==> config.mk <==
export PLATFORM = sky130hd
export DESIGN_NAME = multdiv_sequencer_flat
export DESIGN_NICKNAME = d
export VERILOG_FILES = /design/src/rtl/multdiv_pkg.sv /design/src/rtl/multdiv_sequencer_if.sv /design/src/rtl/multdiv_step_counter.sv /design/src/rtl/multdiv_sequencer.sv /design/src/flat_wrapper.sv
export SDC_FILE = /design/constraint.sdc
export NUM_CORES = 1
export LEC_CHECK = 0
export BUFFER_PORTS_ARGS = -buffer_cell sky130_fd_sc_hd__buf_2
export CORE_AREA = 2 2 39 41
export CTS_BUF_LIST = sky130_fd_sc_hd__clkbuf_4 sky130_fd_sc_hd__clkbuf_8
export DETAILED_ROUTE_END_ITERATION = 10
export DIE_AREA = 0 0 41 43
export PLACE_DENSITY = 0.66
export SYNTH_ARGS = -nofsm -noshare
export SYNTH_HDL_FRONTEND = slang
export SYNTH_SLANG_ARGS = --single-unit
export TNS_END_PERCENT = 100
==> constraint.sdc <==
create_clock -name clock -period 2.1 [get_ports clock]
set_input_delay 0.105 -clock clock [delete_from_list [all_inputs] [get_ports clock]]
set_output_delay 0.105 -clock clock [all_outputs]
set_load 0.05 [all_outputs]
==> src/rtl/multdiv_pkg.sv <==
// Shared definitions for the multdiv control path: FSM state encoding,
// default iteration counts and the operating-mode encoding.
package multdiv_pkg;

    typedef enum logic [1:0] {
        IDLE = 2'd0,
        LOAD = 2'd1,
        RUN  = 2'd2,
        DONE = 2'd3
    } state_e;

    localparam int MULT_STEPS_DEF = 16;
    localparam int DIV_STEPS_DEF  = 32;

    localparam logic MODE_MULT = 1'b0;
    localparam logic MODE_DIV  = 1'b1;

endpackage

==> src/rtl/multdiv_sequencer_if.sv <==
// Control/status bundle between the multdiv sequencer and its datapath.
// slave = sequencer side, master = datapath / requester side.
interface multdiv_sequencer_if #(
    parameter int CNT_W = 6
);
    logic             ctrl_MULT;
    logic             ctrl_DIV;
    logic             div_zero;
    logic             mult_ovf;
    logic             load_en;
    logic             step_en;
    logic             mode_div;
    logic [CNT_W-1:0] step_idx;
    logic             busy;
    logic             data_resultRDY;
    logic             data_exception;

    modport slave (
        input  ctrl_MULT, ctrl_DIV, div_zero, mult_ovf,
        output load_en, step_en, mode_div, step_idx, busy,
               data_resultRDY, data_exception
    );

    modport master (
        output ctrl_MULT, ctrl_DIV, div_zero, mult_ovf,
        input  load_en, step_en, mode_div, step_idx, busy,
               data_resultRDY, data_exception
    );
endinterface

==> src/rtl/multdiv_step_counter.sv <==
// Iteration counter: synchronous clear has priority over enable; tc_o flags
// that the current count equals the run-time terminal value.
module multdiv_step_counter #(
    parameter int CNT_W = 6
) (
    input  logic             clock,
    input  logic             reset,
    input  logic             clr_i,
    input  logic             en_i,
    input  logic [CNT_W-1:0] limit_i,
    output logic [CNT_W-1:0] cnt_o,
    output logic             tc_o
);

    logic [CNT_W-1:0] cnt_q, cnt_d;

    always_comb begin
        cnt_d = cnt_q;
        if (clr_i) begin
            cnt_d = '0;
        end else if (en_i) begin
            cnt_d = cnt_q + CNT_W'(1);
        end
    end

    always_ff @(posedge clock or posedge reset) begin
        if (reset) begin
            cnt_q <= '0;
        end else begin
            cnt_q <= cnt_d;
        end
    end

    assign cnt_o = cnt_q;
    assign tc_o  = (cnt_q == limit_i);

endmodule

==> src/rtl/multdiv_sequencer.sv <==
// Control FSM for the shared multiply/divide datapath: LOAD, N RUN steps, DONE.
// A new start request in any state aborts the current operation and reloads.
module multdiv_sequencer
    import multdiv_pkg::*;
#(
    parameter int MULT_STEPS = MULT_STEPS_DEF,
    parameter int DIV_STEPS  = DIV_STEPS_DEF,
    parameter int CNT_W      = 6
) (
    input  logic                 clock,
    input  logic                 reset,
    multdiv_sequencer_if.slave   bus
);

    state_e           state_q, state_d;
    logic             mode_q, mode_d;
    logic             dz_q, dz_d;
    logic             start;
    logic             cnt_clr;
    logic             cnt_en;
    logic             cnt_tc;
    logic [CNT_W-1:0] cnt;
    logic [CNT_W-1:0] limit;

    assign start = bus.ctrl_MULT | bus.ctrl_DIV;
    assign limit = (mode_q == MODE_DIV) ? CNT_W'(DIV_STEPS - 1) : CNT_W'(MULT_STEPS - 1);

    always_comb begin
        state_d = state_q;
        mode_d  = mode_q;
        dz_d    = dz_q;
        case (state_q)
            IDLE: state_d = IDLE;
            LOAD: begin
                if ((mode_q == MODE_DIV) && bus.div_zero) begin
                    state_d = DONE;
                    dz_d    = 1'b1;
                end else begin
                    state_d = RUN;
                end
            end
            RUN:  if (cnt_tc) state_d = DONE;
            DONE: state_d = IDLE;
            default: state_d = IDLE;
        endcase
        // Start requests abort whatever is in flight; multiply wins a tie.
        if (start) begin
            state_d = LOAD;
            mode_d  = bus.ctrl_MULT ? MODE_MULT : MODE_DIV;
            dz_d    = 1'b0;
        end
    end

    always_ff @(posedge clock or posedge reset) begin
        if (reset) begin
            state_q <= IDLE;
            mode_q  <= MODE_MULT;
            dz_q    <= 1'b0;
        end else begin
            state_q <= state_d;
            mode_q  <= mode_d;
            dz_q    <= dz_d;
        end
    end

    assign cnt_en  = (state_q == RUN);
    assign cnt_clr = start | (state_q != RUN) | cnt_tc;

    multdiv_step_counter #(
        .CNT_W (CNT_W)
    ) u_step_counter (
        .clock   (clock),
        .reset   (reset),
        .clr_i   (cnt_clr),
        .en_i    (cnt_en),
        .limit_i (limit),
        .cnt_o   (cnt),
        .tc_o    (cnt_tc)
    );

    assign bus.load_en        = (state_q == LOAD);
    assign bus.step_en        = (state_q == RUN);
    assign bus.busy           = (state_q == LOAD) || (state_q == RUN);
    assign bus.mode_div       = mode_q;
    assign bus.step_idx       = cnt;
    assign bus.data_resultRDY = (state_q == DONE);
    assign bus.data_exception = (state_q == DONE) &&
                                (dz_q || ((mode_q == MODE_MULT) && bus.mult_ovf));

endmodule

==> src/flat_wrapper.sv <==
// flat-port wrapper written by rule: the top's interface ports become plain ports
module multdiv_sequencer_flat import multdiv_pkg::*;
#(
    parameter int MULT_STEPS = MULT_STEPS_DEF,
    parameter int DIV_STEPS  = DIV_STEPS_DEF,
    parameter int CNT_W      = 6
)
  (clock, reset, bus_ctrl_MULT, bus_ctrl_DIV, bus_div_zero, bus_mult_ovf, bus_load_en, bus_step_en, bus_mode_div, bus_step_idx, bus_busy, bus_data_resultRDY, bus_data_exception);
  multdiv_sequencer_if #(.CNT_W(CNT_W)) bus_i ();
  input  logic clock;
  input  logic reset;
  input wire logic [$bits(bus_i.ctrl_MULT)-1:0] bus_ctrl_MULT;
  input wire logic [$bits(bus_i.ctrl_DIV)-1:0] bus_ctrl_DIV;
  input wire logic [$bits(bus_i.div_zero)-1:0] bus_div_zero;
  input wire logic [$bits(bus_i.mult_ovf)-1:0] bus_mult_ovf;
  output wire logic [$bits(bus_i.load_en)-1:0] bus_load_en;
  output wire logic [$bits(bus_i.step_en)-1:0] bus_step_en;
  output wire logic [$bits(bus_i.mode_div)-1:0] bus_mode_div;
  output wire logic [$bits(bus_i.step_idx)-1:0] bus_step_idx;
  output wire logic [$bits(bus_i.busy)-1:0] bus_busy;
  output wire logic [$bits(bus_i.data_resultRDY)-1:0] bus_data_resultRDY;
  output wire logic [$bits(bus_i.data_exception)-1:0] bus_data_exception;
  assign bus_i.ctrl_MULT = bus_ctrl_MULT;
  assign bus_i.ctrl_DIV = bus_ctrl_DIV;
  assign bus_i.div_zero = bus_div_zero;
  assign bus_i.mult_ovf = bus_mult_ovf;
  assign bus_load_en = bus_i.load_en;
  assign bus_step_en = bus_i.step_en;
  assign bus_mode_div = bus_i.mode_div;
  assign bus_step_idx = bus_i.step_idx;
  assign bus_busy = bus_i.busy;
  assign bus_data_resultRDY = bus_i.data_resultRDY;
  assign bus_data_exception = bus_i.data_exception;
  multdiv_sequencer #(.MULT_STEPS(MULT_STEPS), .DIV_STEPS(DIV_STEPS), .CNT_W(CNT_W)) u_core (.clock(clock), .reset(reset), .bus(bus_i));
endmodule
==> results.md, run 1 <==
| Item | Reported | Unit |
| --- | --- | --- |
| Synth top area cells | sky130_fd_sc_hd__dfrtp_1, sky130_fd_sc_hd__ha_1, sky130_fd_sc_hd__xor2_1, sky130_fd_sc_hd__mux2_4, sky130_fd_sc_hd__nor2_1 | - |
| Top delay family on crit path | compound AO/OA/AOI/OAI gates | - |
| Total number of H-tree levels | 1 | - |
| Cells resized by post-CTS repair | 0 | - |
| Transition time at the pin with the least slew margin | 0.431 | ns |
| Fraction of the mapped netlist area in adder cells | 9.55 | % |
| Clock Sinks | 10 | - |
| Source-to-sink clock delay at the later pin of the worst-skew pair | 0.26 | ns |
| Hold Buf Count CTS | 1 | - |
| Worst setup slack after layout | 0.489 | ns |
| Core box area | 1380 | um^2 |
| Total via count in the routed design | 403 | - |
| Global-route usage over all layers | 13.4 | % |
| Ys Warns | 0 | - |
| Count of final max-slew check failures | 0 | - |
| Tightest slew margin relative to the limit | 71.2 | % |
| Worst hold-check path type | in -> reg | - |
| Number of iterations in the first detailed-routing pass | 4 | - |
| EDFF count, synth | 0 | - |
| Maximum frequency from static timing analysis | 0.621 | GHz |
| Clock tree buffer depth | 2 | - |
| Number of nets with antenna violations after routing | 0 | - |
| Final worst path period share | 76.7 | % |
| Mapped Cells | 48 | - |
| Most instantiated cells after synthesis | sky130_fd_sc_hd__dfrtp_1, sky130_fd_sc_hd__nor2_1, sky130_fd_sc_hd__inv_1, sky130_fd_sc_hd__ha_1, sky130_fd_sc_hd__xor2_1 | - |
| Setup slack after placement | 0.488 | ns |
| Die span in x | 41 | um |
| Portion of synthesized cell area occupied by the leading cell type | 47.7 | % |
| Worst EP arrival | 1.76 | ns |
| Max-cap check violation count | 0 | - |
| Final GP Congestion | 0.694 | - |
| Worst Hold Launch | bus_ctrl_MULT | - |
| Total DRC errors in the routed layout | 0 | - |
| Maximum fanout count along the critical path | 7 | - |
| Nature of the critical path startpoint | register | - |
| Share of the yosys chip area belonging to registers | 47.7 | % |
| Status | finished, final reports clean | - |
| Xor-xnor portion of the synthesized cell area | 6.68 | % |
| P_leak | 0.359 | nW |
| Skew final | 0.00206 | ns |
| Mux contribution to synthesized area | 5.73 | % |
| Kind of end point of the critical path | register | - |
| Maximum cell stage delay along the critical path | 0.45 | ns |
| Critical path start-end classification | reg -> reg | - |
| Fraction of the mapped netlist area in simple logic gates | 16.2 | % |
| Diode count | 0 | - |
| Share of layout cells above drive strength 1 | 34.8 | % |
| Asr flop ratio synth | 100 | % |
| Setup TNS after final layout | 0 | ns |
| Hold Fails Final Rpt | 0 | - |
| DP Wirelength | 776 | um |
| Average size of a mapped cell | 10.9 | um^2 |
| Count of endpoints failing setup in the final report | 0 | - |
| Ratio of routed vias to standard cells | 4.74 | - |
| Number of distinct library cells after synthesis | 17 | - |
| I/O pins | 18 | - |
| Crit path max-delay cell type | sky130_fd_sc_hd__o311ai_4 | - |
| Biggest area consumer among synthesized cells | sky130_fd_sc_hd__dfrtp_1 | - |
| Die outline area | 1760 | um^2 |
| List of cells traversed by the critical path | ha_1 -> nand3_2 -> o311ai_4 -> mux2_4 | - |
| Standard-cell rows | 14 | - |
| Postcts setup bufs | 0 | - |
| Cell Pwr Density | 606 | nW/um^2 |
| Number of flip-flops and latches in the synthesized netlist | 10 | - |
| Worst reg2reg path startpoint | u_core.u_step_counter.cnt_o[0] | - |
| Area of all placed cells without fillers | 662 | um^2 |
| CTS tree | built | - |
| Initial antenna violation count | 0 | - |
| Buf+Inv Stages, Crit Path | 0 | - |
| RSZ-0062 raised after global routing | false | - |
| Placed inst area | 629 | um^2 |
| Global route total overflow | 0 | - |
| Setup crit start | u_core.u_step_counter.cnt_o[0] | - |
| Master cell of the clock root buffer | sky130_fd_sc_hd__clkbuf_4 | - |
| Avg WL per Cell | 11.2 | um |
| Area added between synthesis and finish | 26.3 | % |
| Total Wirelength | 951 | um |
| Leading cell type by number of instances after synthesis | sky130_fd_sc_hd__dfrtp_1 | - |
| Share of the synthesized area in compound gates (AO/OA/AOI/OAI) | 9.79 | % |
| Largest family of logic cells by synthesized area | simple AND/OR/NAND/NOR gates | - |
| Net Count, Synth | 58 | - |
| TritonCTS buffer count | 3 | - |
| Vias in the first global route | 380 | - |
| Critical path required time | 2.24 | ns |
| Initial core utilization | 37.9 | % |
| Violation count after the first detailed-routing iteration | 7 | - |
| Worst IR Drop VDD | 0.224 | mV |
| Global-route wire length before repair | 1560 | um |
| Clock transition at the registers of the reported paths | 0.06 | ns |
| Top FF cell, synth | sky130_fd_sc_hd__dfrtp_1 | - |
| Number of buffer cells added on primary ports | 17 | - |
| Final #Nets | 81 | - |
| DIE HEIGHT | 43 | um |
| Post-synthesis cell area | 524 | um^2 |
| Fill cells | 138 | - |
| Period minus WS final | 1.61 | ns |
| Pin count of the biggest net entering global routing | 11 | - |
[cells by family (layout without fill, tap and decap cells)]
logic type / Yosys count / after routing
muxes: 2 / 2
AOI/OAI and AO/OA: 5 / 5
xor gates and xnor gates: 4 / 4
buffers and inverters: 6 / 27
DFF: 10 / 10
adders and majority gates: 4 / 4
and+or+nand+nor: 17 / 17
[per-layer routing]
layer | vias up | track usage (%) | share of wire [%]
met2 | 9 | 20.6 | 51
met4 | 0 | 8.00 | 1.3
met1 | 192 | 15.0 | 44
li1 | 200 | - | -
met3 | 2 | 4.71 | 3.7
met5 | - | 0 | 0
[worst paths after layout]
check | slack (ns) | to | depth (start not counted)
max | 0.49 | u_core.state_q[1] | 4
min | 0.03 | u_core.bus.mode_div | 2
max reg2reg | 0.49 | u_core.state_q[1] | 4
min reg2reg | 0.48 | u_core.u_step_counter.cnt_o[0] | 1
max in group asynchronous | 1.46 | u_core.state_q[0] | 3
min in group asynchronous | 0.36 | u_core.u_step_counter.cnt_o[5] | 3
[per-stage QoR]
step           hold slack, ns  power [mW]  utilization (%)  std cells
2_1_floorplan         -0.0548       0.261                -         48
3_5_place_dp            0.103       0.278             45.5         81
4_1_cts                0.0232       0.409             47.8         85
5_1_grt                0.0214       0.425             47.8         85
3_3_place_gp            0.101       0.278             45.5         81
6_report               0.0309       0.401             47.8         85
[flip-flops by register name, summed over array words and instances, names as in the netlist]
signal and cells:
u_core.bus.mode_div 1, u_core.state_q 2, u_core.u_step_counter.cnt_o 6, u_core.dz_q 1
[where the power goes]
part	internal, mW	switching [mW]
Sequential	0.197	0.00534
Clock	0.0660	0.0600
Combinational	0.0221	0.0506
Total	0.285	0.116
[cell usage in the layout (no fill, tap or decap), types with 2 or more instances in the layout]
cell,count
sky130_fd_sc_hd__clkbuf_4,3
sky130_fd_sc_hd__dfrtp_1,10
sky130_fd_sc_hd__inv_1,6
sky130_fd_sc_hd__nand3_1,3
sky130_fd_sc_hd__buf_2,17
sky130_fd_sc_hd__xor2_1,4
sky130_fd_sc_hd__nor2_1,7
sky130_fd_sc_hd__mux2_4,2
sky130_fd_sc_hd__nand2b_1,2
sky130_fd_sc_hd__ha_1,4
[layout make-up]
type / instances / area, um^2 / share of cell area (%)
inverter: 6 / 22.5 / 3.40
timing repair buffer: 18 / 95.1 / 14.4
multi-input combinational: 32 / 251 / 38.0
tap: 16 / 20.0 / 3.02
clock buffer: 3 / 22.5 / 3.40
sequential: 10 / 250 / 37.8
No activity file was read; power rests on OpenSTA's default activity.
==> run 2: changes to the inputs <==
- PLACE_DENSITY: 0.66 -> 0.69
- clock period: 2.1 -> 1.31 ns (I/O delays scaled with it)
==> results.md, run 2 (synthesized netlist as in run 1, its figures left out) <==
| Item | Reported | Unit | Change |
| --- | --- | --- | --- |
| Hold slack final | 0.0721 | ns | was 0.0309 ns |
| Final #Nets | 91 | - | was 81 |
| Clock share of power | 33.5 | % | was 31.4% |
| Fin util | 60.1 | % | was 47.8% |
| Die span in x | 41 | um | unchanged |
| Initial antenna violation count | 0 | - | unchanged |
| Flip-flop count of the largest register, all copies and words added | 6 | - | unchanged |
| Global-route usage over all layers | 14.3 | % | was 13.4% |
| Commonest non-fill, non-tap cells in the layout | sky130_fd_sc_hd__buf_2, sky130_fd_sc_hd__buf_4, sky130_fd_sc_hd__nor2_1 | - | was sky130_fd_sc_hd__buf_2, sky130_fd_sc_hd__dfrtp_1, sky130_fd_sc_hd__nor2_1 |
| Placed instance count | 89 | - | was 81 |
| Setup slack after placement | -0.0511 | ns | was 0.488 ns |
| End of the worst hold path | u_core.bus.mode_div | - | unchanged |
| Avg WL per Cell | 11.5 | um | was 11.2 um |
| CTS tree | built | - | unchanged |
| Violation count after the first detailed-routing iteration | 4 | - | was 7 |
| Pwr Total | 0.715 | mW | was 0.401 mW |
| Placed inst area | 726 | um^2 | was 629 um^2 |
| Pin count of the biggest net entering global routing | 11 | - | unchanged |
| Global route total overflow | 0 | - | unchanged |
| Violations in the final reports | setup timing | - |  |
| Fill cells | 114 | - | was 138 |
| Die outline area | 1760 | um^2 | unchanged |
| Critical path required time | 1.45 | ns | was 2.24 ns |
| Count of endpoints failing setup in the final report | 3 | - | was 0 |
| Worst EP arrival | 1.52 | ns | was 1.76 ns |
| Switching fraction of total power | 28.1 | % | was 28.9% |
| DIE HEIGHT | 43 | um | unchanged |
| Worst setup slack for register-to-register paths | -0.07 | ns | was 0.49 ns |
| Number of iterations in the first detailed-routing pass | 4 | - | unchanged |
| Maximum frequency from static timing analysis | 0.726 | GHz | was 0.621 GHz |
| Nature of the critical path startpoint | register | - | unchanged |
| Status | finished, violations left | - | was finished, final reports clean |
| Setup TNS after final layout | -0.163 | ns | was 0 ns |
| Total via count in the routed design | 448 | - | was 403 |
| Area of all placed cells without fillers | 832 | um^2 | was 662 um^2 |
| Share of layout cells above drive strength 1 | 57.5 | % | was 34.8% |
| RSZ-0062 raised after global routing | true | - | was false |
| I/O pins | 18 | - | unchanged |
| Source-to-sink clock delay at the later pin of the worst-skew pair | 0.26 | ns | about the same |
| Fraction of power consumed by sequential logic | 45.3 | % | was 50.5% |
| Combinational fraction of design power | 21.2 | % | was 18.1% |
| Critical path start-end classification | reg -> reg | - | unchanged |
| Clock transition at the registers of the reported paths | 0.07 | ns | was 0.06 ns |
| Max-cap check violation count | 0 | - | unchanged |
| Master cell of the clock root buffer | sky130_fd_sc_hd__clkbuf_4 | - | unchanged |
| Most common library cell in the layout ignoring fill and taps | sky130_fd_sc_hd__buf_2 | - | unchanged |
| Maximum fanout count along the critical path | 3 | - | was 7 |
| Worst reg2reg path startpoint | u_core.u_step_counter.cnt_o[1] | - | was u_core.u_step_counter.cnt_o[0] |
| Total Wirelength | 1100 | um | was 951 um |
| List of cells traversed by the critical path | ha_4 -> nand3_4 -> o311ai_4 -> mux2_4 | - | was ha_1 -> nand3_2 -> o311ai_4 -> mux2_4 |
| Hold Fails Final Rpt | 0 | - | unchanged |
| Total number of H-tree levels | 1 | - | unchanged |
| Power Internal | 0.514 | mW | was 0.285 mW |
| Clock Sinks | 10 | - | unchanged |
| Diode count | 0 | - | unchanged |
| Final worst path period share | 105 | % | was 76.7% |
| Global-route wire length before repair | 1640 | um | was 1560 um |
| Worst hold-check path type | in -> reg | - | unchanged |
| Tightest slew margin relative to the limit | 75.3 | % | was 71.2% |
| Worst setup slack after layout | -0.0670 | ns | was 0.489 ns |
| Sw power | 0.201 | mW | was 0.116 mW |
| Worst hold path cell count | 3 | - | was 2 |
| Number of buffer cells added on primary ports | 17 | - | unchanged |
| Core box area | 1380 | um^2 | unchanged |
| Vias in the first global route | 422 | - | was 380 |
| Period minus WS final | 1.38 | ns | was 1.61 ns |
| Crit path max-delay cell type | sky130_fd_sc_hd__dfrtp_2 | - | was sky130_fd_sc_hd__o311ai_4 |
| Count of final max-slew check failures | 0 | - | unchanged |
| Final GP Congestion | 0.692 | - | was 0.694 |
| Maximum cell stage delay along the critical path | 0.39 | ns | was 0.45 ns |
| Depth of the most critical reg-to-reg path | 4 | - | unchanged |
| P_leak | 0.406 | nW | was 0.359 nW |
| Worst Hold Launch | bus_ctrl_DIV | - | was bus_ctrl_MULT |
| Ratio of routed vias to standard cells | 4.67 | - | was 4.74 |
| Initial core utilization | 37.9 | % | unchanged |
| Area added between synthesis and finish | 58.7 | % | was 26.3% |
| TritonCTS buffer count | 3 | - | unchanged |
| Critical R2R Capture | u_core.state_q[1] | - | unchanged |
| DP Wirelength | 828 | um | was 776 um |
| Kind of end point of the critical path | register | - | unchanged |
| Top delay family on crit path | flip-flops | - | was compound AO/OA/AOI/OAI gates |
| Skew final | 0.0116 | ns | was 0.00206 ns |
| Final cell count without fillers | 96 | - | was 85 |
| Cell Pwr Density | 859 | nW/um^2 | was 606 nW/um^2 |
| Number of nets with antenna violations after routing | 0 | - | unchanged |
| Transition time at the pin with the least slew margin | 0.371 | ns | was 0.431 ns |
| Standard-cell rows | 14 | - | unchanged |
| Total DRC errors in the routed layout | 0 | - | unchanged |
| Buf+Inv Stages, Crit Path | 0 | - | unchanged |
| Worst IR Drop VDD | 0.440 | mV | was 0.224 mV |
| Clock tree buffer depth | 2 | - | unchanged |
==> run 2: routing by layer <==
metal | share of wire, % | routed length, um | track usage (%) | vias up
li1 | - | - | - | 223
met4 | 2.3 | 25 | 10.0 | 0
met5 | 0 | 0 | 0 | -
met1 | 41 | 452 | 16.5 | 214
met2 | 53 | 587 | 21.9 | 9
met3 | 3.4 | 37 | 3.14 | 2
==> run 2: what timing repair did <==
| item | in CTS | in global routing |
|---|---|---|
| pin swaps | 1 | 0 |
| buffers inserted | 1 | 0 |
| endpoints found under the hold margin | 11 | 0 |
| resized for setup | 6 | 5 |
| hold buffers | 2 | 0 |
| endpoints found under the setup margin | 4 | 11 |
==> run 2: power by group through the flow <==
stage               registers (mW)  logic (mW)  clock network (mW)
floorplan                    0.337      0.0856                   0
global placement             0.328       0.126                   0
detailed placement           0.328       0.128                   0
CTS                          0.323       0.145               0.249
global route                 0.324       0.163               0.273
finish                       0.324       0.151               0.240
==> run 2: cell type report <==
class / count / area (um^2) / area share (%)
Clock buffer: 4 / 30.0 / 3.61
Timing Repair Buffer: 28 / 194 / 23.3
Inverter: 6 / 22.5 / 2.71
Tap cell: 16 / 20.0 / 2.41
Sequential cell: 10 / 258 / 31.0
Multi-Input combinational cell: 32 / 308 / 37.0
==> run 2: worst min-delay path, delay by kind of cell <==
family,cells,cell delay (ns)
and+or+nand+nor,2,0.12
buffers and inverters,1,0.10
==> run 2: worst max-delay path by stage <==
stage	from	to	slack, ns	cells after the start
5_1_grt	u_core.u_step_counter.cnt_o[1]	u_core.state_q[1]	-0.1	4
6_report	u_core.u_step_counter.cnt_o[1]	u_core.state_q[1]	-0.07	4
4_1_cts	u_core.u_step_counter.cnt_o[1]	u_core.state_q[0]	-0.07	4
3_3_place_gp	u_core.bus.mode_div	u_core.state_q[0]	-0.02	3
3_5_place_dp	u_core.bus.mode_div	u_core.state_q[0]	-0.05	3
2_1_floorplan	u_core.u_step_counter.cnt_o[0]	u_core.state_q[0]	-0.31	4
